File: config.mk
export PLATFORM = sky130hd
export DESIGN_NAME = paddle_input_ctrl
export DESIGN_NICKNAME = d
export VERILOG_FILES = /design/src/rtl/paddle_input_ctrl.sv
export SDC_FILE = /design/constraint.sdc
export NUM_CORES = 1
export LEC_CHECK = 0
export CAP_MARGIN = 15
export CORE_MARGIN = 2
export CORE_UTILIZATION = 45
export CTS_CLUSTER_SIZE = 25
export DETAILED_ROUTE_END_ITERATION = 10
export PLACE_DENSITY = 0.75
export SLEW_MARGIN = 20
export SYNTH_ARGS = -nofsm -noshare
export SYNTH_HDL_FRONTEND = slang
export SYNTH_SLANG_ARGS = --single-unit
File: constraint.sdc
create_clock -name clk -period 1.6 [get_ports clk]
set_clock_uncertainty 0.05 [all_clocks]
set_input_delay 0.32 -clock clk [delete_from_list [all_inputs] [get_ports clk]]
set_output_delay 0.32 -clock clk [all_outputs]
set_load 0.03 [all_outputs]
File: src/rtl/paddle_input_ctrl.sv
// Paddle input front end: sync + debounce both buttons, arbitrate on frame_tick, emit registered one-cycle move strobes (latency 1 from tick).
// No backpressure: strobes are fire-and-forget, ticks during a pulse are dropped. Optional double-pulse acceleration under PADDLE_ACCEL_EN.
module paddle_input_ctrl #(
    parameter int DEBOUNCE_CYCLES = 250000
`ifdef PADDLE_ACCEL_EN
    ,
    parameter int ACCEL_FRAMES    = 30
`endif
) (
    input  logic clk,
    input  logic rst,
    input  logic btn_up_raw,
    input  logic btn_down_raw,
    input  logic frame_tick,
    output logic move_up,
    output logic move_down,
    output logic up_held,
    output logic down_held
);

    localparam int               CNT_W   = $clog2(DEBOUNCE_CYCLES + 1);
    localparam logic [CNT_W-1:0] DB_LAST = CNT_W'(DEBOUNCE_CYCLES - 1);

    typedef enum logic [1:0] {
        DIR_NONE = 2'd0,
        DIR_UP   = 2'd1,
        DIR_DN   = 2'd2
    } dir_e;

    typedef enum logic [1:0] {
        IDLE   = 2'd0,
`ifdef PADDLE_ACCEL_EN
        PULSE2 = 2'd2,
`endif
        PULSE1 = 2'd1
    } state_e;

    logic [1:0] raw_w;
    logic [1:0] held_w;

    assign raw_w = {btn_down_raw, btn_up_raw};

    // Bit 0 is the up button, bit 1 the down button.
    for (genvar b = 0; b < 2; b++) begin : g_btn
        logic             sync1_q, sync2_q;
        logic             held_q, held_d;
        logic [CNT_W-1:0] cnt_q, cnt_d;

        always_comb begin
            held_d = held_q;
            cnt_d  = '0;
            if (sync2_q != held_q) begin
                if (cnt_q == DB_LAST) begin
                    held_d = ~held_q;
                end else begin
                    cnt_d = cnt_q + 1'b1;
                end
            end
        end

        always_ff @(posedge clk) begin
            if (rst) begin
                sync1_q <= 1'b0;
                sync2_q <= 1'b0;
                held_q  <= 1'b0;
                cnt_q   <= '0;
            end else begin
                sync1_q <= raw_w[b];
                sync2_q <= sync1_q;
                held_q  <= held_d;
                cnt_q   <= cnt_d;
            end
        end

        assign held_w[b] = held_q;
    end

    dir_e dir_w;

    always_comb begin
        dir_w = DIR_NONE;
        if (held_w[0] && !held_w[1]) begin
            dir_w = DIR_UP;
        end else if (held_w[1] && !held_w[0]) begin
            dir_w = DIR_DN;
        end
    end

`ifdef PADDLE_ACCEL_EN
    localparam int                HOLD_W   = $clog2(ACCEL_FRAMES + 1);
    localparam logic [HOLD_W-1:0] HOLD_MAX = HOLD_W'(ACCEL_FRAMES);

    dir_e              prev_dir_q, prev_dir_d;
    dir_e              dir_q, dir_d;
    logic [HOLD_W-1:0] hold_q, hold_d;
    logic              accel_q, accel_d;

    // hold_d already includes the current tick, so the Nth repeat of a direction accelerates.
    always_comb begin
        prev_dir_d = prev_dir_q;
        hold_d     = hold_q;
        if (frame_tick) begin
            prev_dir_d = dir_w;
            if (dir_w != DIR_NONE && dir_w == prev_dir_q) begin
                if (hold_q != HOLD_MAX) begin
                    hold_d = hold_q + 1'b1;
                end
            end else begin
                hold_d = '0;
            end
        end
    end
`endif

    state_e state_q, state_d;
    logic   move_up_q, move_up_d;
    logic   move_down_q, move_down_d;

    always_comb begin
        state_d     = state_q;
        move_up_d   = 1'b0;
        move_down_d = 1'b0;
`ifdef PADDLE_ACCEL_EN
        dir_d       = dir_q;
        accel_d     = accel_q;
`endif
        case (state_q)
            IDLE: begin
                if (frame_tick && dir_w != DIR_NONE) begin
                    state_d     = PULSE1;
                    move_up_d   = (dir_w == DIR_UP);
                    move_down_d = (dir_w == DIR_DN);
`ifdef PADDLE_ACCEL_EN
                    dir_d       = dir_w;
                    accel_d     = (hold_d == HOLD_MAX);
`endif
                end
            end
            PULSE1: begin
                state_d = IDLE;
`ifdef PADDLE_ACCEL_EN
                // Second pulse only if the debounced direction still matches the latched one.
                if (accel_q) begin
                    state_d     = PULSE2;
                    move_up_d   = (dir_q == DIR_UP) && (dir_w == dir_q);
                    move_down_d = (dir_q == DIR_DN) && (dir_w == dir_q);
                end
`endif
            end
`ifdef PADDLE_ACCEL_EN
            PULSE2: begin
                state_d = IDLE;
            end
`endif
            default: begin
                state_d = IDLE;
            end
        endcase
    end

    always_ff @(posedge clk) begin
        if (rst) begin
            state_q     <= IDLE;
            move_up_q   <= 1'b0;
            move_down_q <= 1'b0;
`ifdef PADDLE_ACCEL_EN
            dir_q       <= DIR_NONE;
            accel_q     <= 1'b0;
            prev_dir_q  <= DIR_NONE;
            hold_q      <= '0;
`endif
        end else begin
            state_q     <= state_d;
            move_up_q   <= move_up_d;
            move_down_q <= move_down_d;
`ifdef PADDLE_ACCEL_EN
            dir_q       <= dir_d;
            accel_q     <= accel_d;
            prev_dir_q  <= prev_dir_d;
            hold_q      <= hold_d;
`endif
        end
    end

    assign move_up   = move_up_q;
    assign move_down = move_down_q;
    assign up_held   = held_w[0];
    assign down_held = held_w[1];

endmodule

==> metrics.md, run 1 <==
| Metric | Value |
|---|---|
| Net Sw Frac | `20.8%` |
| Tot Pwr | `approximately 1.8 mW` |
| Routed WL | `5060 um` |
| 1st-iter DRT viols | `96` |
| Total CTS buffers | `5` |
| Sequential power share | `61.1%` |
| Total Die Area | `4890 sq um` |
| Largest stage delay, worst path | `0.54 ns` |
| Yosys reg bits | `45` |
| Leakage | `approximately 1 nW` |
| Bufs and invs on worst path | `1` |
| Final instance area | `between 2000 and 3000 sq um` |
| HP Class | `flip-flop to flip-flop` |
| RSZ-0062 raised after global routing | `true` |
| CTS tree | `done` |
| Post-Route M1 WL | `about 2200 um` |
| GRT Total Usage | `between 10% and 20%` |
| Startpoint types | `flip-flop` |
| Vias per cell | `around 5.4` |
| Mapped Nets | `224` |
| Core Rows | `23` |
| Post-synthesis cell count | `~220` |
| DRC Markers | `0` |
| Post-synth EDFFs | `0` |
| Post-synth top flop | `dfxtp_1` |
| First-pass GRT wire length | `between 7000 and 8000 um` |
| Max Root-Sink Buffers | `2` |
| Highest Clock Rate | `a little under 600 MHz` |
| Yosys Warn Count | `0` |
| Yosys top cell area share | `46.1%` |
| Cell Area, Synth | `1960 sq um` |
| Sequential area share after synthesis | `46.1%` |
| Flop-to-flop setup slack | `-0.1 ns` |
| Dpl ws | `-0.119 ns` |
| WL met2 | `around 2500 um` |
| Power density cells | `around 640 nW/um^2` |
| Final setup violation count | `20` |
| Share of layout cells above drive strength 1 | `41.0%` |
| Chip width | `approximately 70 um` |
| Top cells by area, synth | `dfxtp_1, xnor2_1, nor2_1` |
| Die H | `69.9 um` |
| Worst path top cell family by delay | `simple AND/OR/NAND/NOR gates` |
| Reg clk slew, reported paths | `0.08 ns` |
| Initial antenna violation count | `0` |
| Largest net degree at the start of global routing | `17` |
| Grt total ovfl | `0` |
| Final ANT Viol Nets | `0` |
| Status | `complete, but fails checks` |
| # IOs | `9` |
| Critical path cell sequence | `buf_6, nand3_4, or4_4, or3_1, a21oi_1` |
| TNS Setup | `-1.07 ns` |
| CTS Sinks | `45` |
| Post-synth top cells | `dfxtp_1, nor2_1, xnor2_1` |
| Post-detail-place hpwl | `3050 um` |
| CP Data Arrival Time | `1.87 ns` |
| Post-layout min period | `1.70 ns` |
| Finished Layout Cells | `333` |
| Failing checks | `setup timing` |
| Syn Area/Cell | `9.10 sq um` |
| Critical path class | `flip-flop to flip-flop` |
| WHS | `approximately 0.38 ns` |
| P_sw | `around 0.38 mW` |
| Worst EP required | `1.77 ns` |
| Crit path max fanout | `4` |
| Max layer used | `met4` |
| Max_slew headroom | `71.0%` |
| DRT Pass-1 Iters | `4` |
| Combinational power share | `2.8%` |
| Initial Util | `47.9%` |
| Max Slew Vio Count | `0` |
| Core area | `4090 sq um` |
| H-tree Lvls | `2` |
| Port bufs | `8` |
| Max-Cap Viols | `0` |
| Crit end category | `flip-flop` |
| N_diodes | `0` |
| Hold Vio Cnt, Final | `0` |
| Least-Margin Pin Slew | `~0.43 ns` |
| Count leader, synth | `dfxtp_1` |
| Nets | `291` |
| Detail-routed net length per standard cell | `15.2 um` |
| Routed met3 length | `~220 um` |
| Total number of vias | `1785` |
| Placed cell area | `2430 sq um` |
| Synth unique cells | `32` |
| CTS root buffer | `clkbuf_8` |
| Area grow syn2layout | `47.2%` |
| Period utilization | `106%` |
| Clock power share | `36.2%` |
| Clock Latency Late Sink | `0.29 ns` |
| Yosys top cell by area | `dfxtp_1` |
| Max IR drop VDD | `0.00103 V` |
| Internal power | `1.46 mW` |
| Vias in the first global route | `1741` |
| Layout Utilization | `70.4%` |
| Slack of the critical path | `-0.0966 ns` |
| GPL Wtd Cong | `roughly 0.80` |
| Slowest cell on the critical path | `or4_4` |
| Dpl cells | `between 300 and 400` |
| Post-synth ARST share | `0%` |
-- registers in the layout (all words and copies together) (netlist names) --
register and cells:
up_held 1, g_btn.sync1_q 2, down_held 1, g_btn.sync2_q 2, state_q 1, g_btn.cnt_q 36
move_up 1, move_down 1
-- cell type report --
class / instances / area (sq um)
Clock inverter: 1 / 7.51
Fill cell: 273 / 1210
Sequential cell: 45 / 923
Tap cell: 50 / 62.6
Inverter: 11 / 41.3
Multi-Input combinational cell: 156 / 1240
Clock buffer: 7 / 76.3
Timing Repair Buffer: 63 / 527
-- cell families (layout without fill, tap and decap cells) --
family,Yosys count,after routing,synth area share (%)
mux,3,3,1.54
compound gates,8,8,3.33
flops,45,45,46.1
buf+inv,14,82,2.75
simple gates,111,111,30.3
xor+xnor,30,30,13.4
fa+ha+maj,4,4,2.56
-- final timing paths --
check	from	endpoint	cells past startpoint
setup reg to reg	g_btn[0].cnt_q[6]	g_btn[0].cnt_q[17]	5
setup / recovery	g_btn[0].cnt_q[6]	g_btn[0].cnt_q[17]	5
hold reg to reg	state_q[0]	state_q[0]	1
hold / removal	state_q[0]	state_q[0]	1
-- timing repair --
item | in CTS | in global routing
resized for setup | 23 | 44
setup endpoints to repair | 38 | 39
cloned | 1 | 0
hold endpoints to repair | 0 | 0
buffers inserted | 7 | 5
pin swaps | 10 | 15
hold buffers | 0 | 0
-- cell usage in the layout (no fill, tap or decap), drive strengths merged, types with 4 or more instances in the layout --
master,synthesis,routed
nor4,12,12
ha,4,4
nand2,7,7
nand4,9,9
nand3,13,13
clkbuf,2,7
nor2b,4,4
nor2,44,44
buf,1,55
inv,11,11
dfxtp,45,45
nor3,8,8
clkdlybuf4s50,0,4
xnor2,27,27
dlygate4sd2,0,4
-- metal layers --
metal | up-vias | GRT usage, %
met5 | - | 0
met1 | 846 | 23.7
met3 | 16 | 3.75
met4 | 0 | 8.97
met2 | 56 | 32.5
li1 | 867 | -
-- power by group through the flow --
stage	sequential [mW]	combinational, mW	clock, mW
2_1_floorplan	1.15	0.0194	0
3_3_place_gp	1.15	0.0388	0
3_5_place_dp	1.15	0.0406	0
4_1_cts	1.13	0.0429	0.684
5_1_grt	1.13	0.0553	0.732
6_report	1.13	0.0508	0.667
Note: power is estimated with default switching activity, not from simulation.
==> run 2, diff against run 1 <==
- CORE_UTILIZATION: 45 -> 25
- GPL_TIMING_DRIVEN: not set -> 0
- PLACE_DENSITY: 0.75 -> 0.51
==> run 2 against run 1 <==
  * The flow still finishes with violations (setup timing)
  * Count of clock-buffer cells in the layout is 1 lower
  * Critical endpoint unchanged
  * Hold slack got worse by 0.0089 ns
  * Highest routed layer unchanged
  * Maximum frequency grew 5.4%
  * Sequential share of layout area rose by 3.8 points
  * Global-route usage down 9.2 points
  * Cell area shrank 7.9%
==> metrics.md, run 2 (synthesized netlist as in run 1, its figures left out) <==
| Metric | Value |
|---|---|
| Routed WL | `4110 um` |
| Critical path cell sequence | `nand4_1, or4_4, or3_1, a21oi_1` |
| Core Rows | `32` |
| Worst EP required | `1.78 ns` |
| Vias in the first global route | `1600` |
| Status | `complete, but fails checks` |
| CTS Sinks | `45` |
| Internal power | `about 1.4 mW` |
| GRT Total Usage | `between 10% and 20%` |
| CP Data Arrival Time | `1.79 ns` |
| Leakage | `0.804 nW` |
| WHS | `between 0.3 and 0.4 ns` |
| Clock Latency Late Sink | `roughly 0.30 ns` |
| Commonest non-fill, non-tap cell in the layout | `nor2_1` |
| Reg clk slew, reported paths | `0.09 ns` |
| Chip width | `92.4 um` |
| Most frequent cells in the layout | `nor2_1, xnor2_1, dfxtp_1` |
| N_diodes | `0` |
| Port bufs | `8` |
| Die H | `92.4 um` |
| Core area | `7650 sq um` |
| Final setup violation count | `2` |
| Vias per cell | `about 4.4` |
| Nets | `259` |
| Crit path max fanout | `4` |
| DRT Pass-1 Iters | `4` |
| Crit end category | `flip-flop` |
| Post-layout min period | `1.61 ns` |
| TNS Setup | `-0.0181 ns` |
| Least-Margin Pin Slew | `0.448 ns` |
| Max Root-Sink Buffers | `2` |
| Failing checks | `setup timing` |
| HP Class | `flip-flop to flip-flop` |
| Largest stage delay, worst path | `0.57 ns` |
| Max Slew Vio Count | `0` |
| Largest register by flop count | `g_btn.cnt_q` |
| Period utilization | `101%` |
| H-tree Lvls | `2` |
| Total CTS buffers | `5` |
| RSZ-0062 raised after global routing | `true` |
| Detail-routed net length per standard cell | `11.6 um` |
| Initial antenna violation count | `0` |
| Hold buffers post-CTS | `0` |
| P_sw | `0.399 mW` |
| Max reg flops | `36` |
| Startpoint types | `flip-flop` |
| Net Sw Frac | `21.8%` |
| CTS tree | `done` |
| Grt total ovfl | `0` |
| Post-detail-place hpwl | `2460 um` |
| Power density cells | `approximately 690 nW/um^2` |
| Sequential power share | `between 60% and 70%` |
| Slack of the critical path | `-0.0100 ns` |
| Tot Pwr | `1.83 mW` |
| Initial Util | `25.6%` |
| Clock power share | `37.0%` |
| Highest Clock Rate | `slightly above 600 MHz` |
| Largest net degree at the start of global routing | `14` |
| Max-Cap Viols | `0` |
| Hold Vio Cnt, Final | `0` |
| CTS root buffer | `clkbuf_8` |
| # IOs | `9` |
| 1st-iter DRT viols | `28` |
| Max IR drop VDD | `0.000401 V` |
| Area grow syn2layout | `35.6%` |
| Critical path class | `flip-flop to flip-flop` |
| Max_slew headroom | `a little over two thirds` |
| Combinational power share | `between 2 and 2.5%` |
| Final ANT Viol Nets | `0` |
| Slowest cell on the critical path | `or4_4` |
| Share of layout cells above drive strength 1 | `about a third` |
| First-pass GRT wire length | `around 6900 um` |
| Total number of vias | `1565` |
| GPL Wtd Cong | `0.761` |
| Total Die Area | `8550 sq um` |
| Fill cell total of the finished layout | `about 780` |
| Largest regs | `g_btn.cnt_q: 36 flops, g_btn.sync1_q: 2 flops, g_btn.sync2_q: 2 flops` |
| DRC Markers | `0` |
## run 2: worst paths after layout
kind | depth (start not counted) | end | slack, ns | start
setup / recovery | 4 | g_btn[0].cnt_q[17] | -0.01 | g_btn[0].cnt_q[8]
hold reg to reg | 1 | state_q[0] | 0.37 | state_q[0]
hold / removal | 1 | state_q[0] | 0.37 | state_q[0]
setup reg to reg | 4 | g_btn[0].cnt_q[17] | -0.01 | g_btn[0].cnt_q[8]
## run 2: cell type report
type	count	area [sq um]	area share [%]
sequential	45	952	35.9
inverter	11	41.3	1.56
clock buffer	6	72.6	2.74
multi-input combinational	156	1180	44.7
buffer	3	30.0	1.13
clock inverter	2	10.0	0.378
tap	102	128	4.81
timing repair buffer	28	233	8.78
## run 2: metrics by stage
| stage | setup WS [ns] | util (%) | area, sq um | cells |
|---|---|---|---|---|
| CTS | -0.0213 | 32.6 | 2490 | 349 |
| global placement | -0.395 | 28.6 | 2180 | 325 |
| finish | -0.0100 | 34.7 | 2650 | 353 |
| global route | -0.100 | 34.7 | 2650 | 353 |
| detailed placement | -0.398 | 28.6 | 2180 | 325 |
| floorplan | -0.0687 | - | 1980 | 215 |
## run 2: worst max-delay path, delay by kind of cell (launching register included)
kind | cells | cell delay (ns)
simple gates | 3 | 1.02
flops | 1 | 0.37
compound gates | 1 | 0.12
## run 2: what timing repair did
item	CTS	global route
setup buffers	16	5
cloned	0	0
setup endpoints to repair	41	39
resized for setup	36	33
pin swaps	17	14
## run 2: power by group through the flow
stage	logic, mW	registers, mW	clock network (mW)
after CTS	0.0401	1.12	0.706
after floorplan	0.0194	1.15	0
final	0.0433	1.11	0.679
after global routing	0.0472	1.11	0.766
after detailed placement	0.0345	1.16	0
after global placement	0.0341	1.15	0
## run 2: routing by layer
| layer | vias up | part of all wire, % | track usage, % |
|---|---|---|---|
| met1 | 749 | 44 | 11.6 |
| met4 | 0 | 1.4 | 4.48 |
| met5 | - | 0 | 0 |
| met3 | 4 | 2.1 | 2.52 |
| met2 | 13 | 53 | 17.5 |
| li1 | 799 | - | - |
==> run 3, diff against run 2 <==
--- a/config.mk
+++ b/config.mk
@@ -14,2 +14,3 @@
 export PLACE_DENSITY = 0.51
+export SKIP_CTS_REPAIR_TIMING = 1
 export SLEW_MARGIN = 20
==> constraint.sdc (replaced) <==
create_clock -name clk -period 1.6 [get_ports clk]
set_clock_uncertainty 0.05 [all_clocks]
set_input_delay 0.24 -clock clk [delete_from_list [all_inputs] [get_ports clk]]
set_output_delay 0.24 -clock clk [all_outputs]
set_load 0.03 [all_outputs]
==> run 3 against run 2 <==
  * The run still ends with setup timing left
  * Combinational power up 8.5%
  * Core utilization up 0.65 points
  * Wire length up 3.8%
  * Global-route usage down 1.4 points
  * Register-to-register slack worse by 0.08 ns
  * Cell area up 1.9%
  * Critical path depth unchanged
  * Cell count up 0.57%
  * Power up 0.60%
==> metrics.md, run 3 (synthesized netlist as in run 1, its figures left out) <==
| Metric | Value |
|---|---|
| Status | `complete, but fails checks` |
| Failing checks | `setup timing` |
| Port bufs | `8` |
| Initial antenna violation count | `0` |
| Max Root-Sink Buffers | `2` |
| Core Rows | `32` |
| Nets | `261` |
| CTS Sinks | `45` |
| Share of layout cells above drive strength 1 | `34.4%` |
| Post-layout min period | `1.69 ns` |
| Highest Clock Rate | `between 500 and 600 MHz` |
| H-tree Lvls | `2` |
| CTS root buffer | `clkbuf_8` |
| Crit end category | `flip-flop` |
| Detail-routed net length per standard cell | `12.0 um` |
| Dpl cells | `325` |
| Sequential Area | `951 sq um` |
| Max Slew Vio Count | `0` |
| Slack of the critical path | `-0.0872 ns` |
| Max_slew headroom | `71.7%` |
| Largest net degree at the start of global routing | `14` |
| GRT Total Usage | `slightly below 9%` |
| CP Data Arrival Time | `1.87 ns` |
| Max-Cap Viols | `0` |
| Routed WL | `between 4000 and 5000 um` |
| TNS Setup | `-0.700 ns` |
| First-pass GRT wire length | `5950 um` |
| Area grow syn2layout | `38.1%` |
| Most frequent cells in the layout | `nor2_1, xnor2_1, dfxtp_1` |
| Reg clk slew, reported paths | `0.09 ns` |
| Area of the multi-input gates | `1200 sq um` |
| Hold Vio Cnt, Final | `0` |
| Max reg flops | `36` |
| DRT Pass-1 Iters | `4` |
| Max IR drop VDD | `0.000414 V` |
| HP Class | `flip-flop to flip-flop` |
| HP Start | `state_q[0]` |
| Vias in the first global route | `around 1.4k` |
| Layout Utilization | `35.3%` |
| Fill cell total of the finished layout | `765` |
| Post-detail-place hpwl | `2460 um` |
| Vias per cell | `4.45` |
| RR Endpoint | `g_btn[0].cnt_q[15]` |
| Total Die Area | `8550 sq um` |
| DRC Markers | `0` |
| Critical path class | `flip-flop to flip-flop` |
| Largest register by flop count | `g_btn.cnt_q` |
| RR Startpoint | `g_btn[0].cnt_q[8]` |
| Power density cells | `around 680 nW/um^2` |
| R2R depth | `4` |
| WHS Endpoint | `state_q[0]` |
| Hold path cells | `1` |
| Crit path max fanout | `5` |
| Final ANT Viol Nets | `0` |
| Final setup violation count | `15` |
| GPL Wtd Cong | `between 0.7 and 0.8` |
| Least-Margin Pin Slew | `roughly 0.42 ns` |
| # IOs | `9` |
| Grt total ovfl | `0` |
| Chip width | `between 90 and 100 um` |
| RSZ-0062 raised after global routing | `true` |
| Worst EP required | `1.79 ns` |
| N_diodes | `0` |
| Total number of vias | `1579` |
| Flop-to-flop setup slack | `-0.09 ns` |
| Clock Latency Late Sink | `0.30 ns` |
| Startpoint types | `flip-flop` |
| Period utilization | `105%` |
| 1st-iter DRT viols | `19` |
| Commonest non-fill, non-tap cell in the layout | `nor2_1` |
| CTS tree | `done` |
| Initial Util | `25.6%` |
| Finished Layout Cells | `355` |
| Core area | `7650 sq um` |
| Total CTS buffers | `5` |
| Largest regs | `g_btn.cnt_q: 36 flops, g_btn.sync1_q: 2 flops, g_btn.sync2_q: 2 flops` |
| Die H | `between 90 and 100 um` |
| Leakage | `0.847 nW` |
[run 3: cell types whose count changed in the layout (fill, tap and decap cells not counted), sizes merged]
| cell | change |
|---|---|
| buf | +2 |
| clkdlybuf4s50 | +1 |
| dlygate4sd2 | -4 |
| dlymetal6s2s | +3 |
[run 3: routing by layer]
metal  wire [um]  up-vias  global-route usage (%)  part of all wire [%]
li1            -      806                       -                     -
met1        1860      747                    9.56                    43
met2        2210       16                    14.7                    52
met3          90       10                    2.60                   2.1
met4         110        0                    4.98                   2.6
met5           0        -                       0                     0
[run 3: critical path, stage by stage, from the launching register on]
cell,delay (ns)
dfxtp_4,0.39
nand4_1,0.19
or4_4,0.54
or3_1,0.35
a21oi_1,0.12
[run 3: where the power goes]
group | switching, mW | internal (mW) | leakage [nW]
Sequential | 0.00414 | 1.11 | 0.377
Combinational | 0.0202 | 0.0268 | 0.425
Clock | 0.381 | 0.303 | 0.0450
[run 3: how the worst max path moves through the flow]
stage	start	endpoint
2_1_floorplan	g_btn[0].cnt_q[6]	g_btn[0].cnt_q[0]
3_3_place_gp	g_btn[0].cnt_q[8]	g_btn[0].cnt_q[0]
3_5_place_dp	g_btn[1].cnt_q[0]	g_btn[1].cnt_q[11]
4_1_cts	g_btn[1].cnt_q[0]	g_btn[1].cnt_q[9]
5_1_grt	g_btn[0].cnt_q[8]	g_btn[0].cnt_q[15]
6_report	g_btn[0].cnt_q[8]	g_btn[0].cnt_q[15]
[run 3: layout make-up]
type                       count  area share, %
multi-input combinational    156           44.6
sequential                    45           35.2
timing repair buffer          30           10.1
tap                          102           4.72
clock buffer                   6           2.69
inverter                      11           1.53
buffer                         3          0.834
clock inverter                 2          0.371
[run 3: metrics by stage]
stage / power [mW] / hold slack, ns / setup slack [ns] / cell area (sq um)
finish: 1.85 / 0.376 / -0.0872 / 2700
global route: 1.92 / 0.395 / -0.183 / 2700
CTS: 1.87 / 0.373 / -0.378 / 2270
detailed placement: 1.19 / 0.361 / -0.367 / 2180
global placement: 1.19 / 0.354 / -0.376 / 2180
floorplan: 1.17 / 0.318 / -0.0687 / 1980
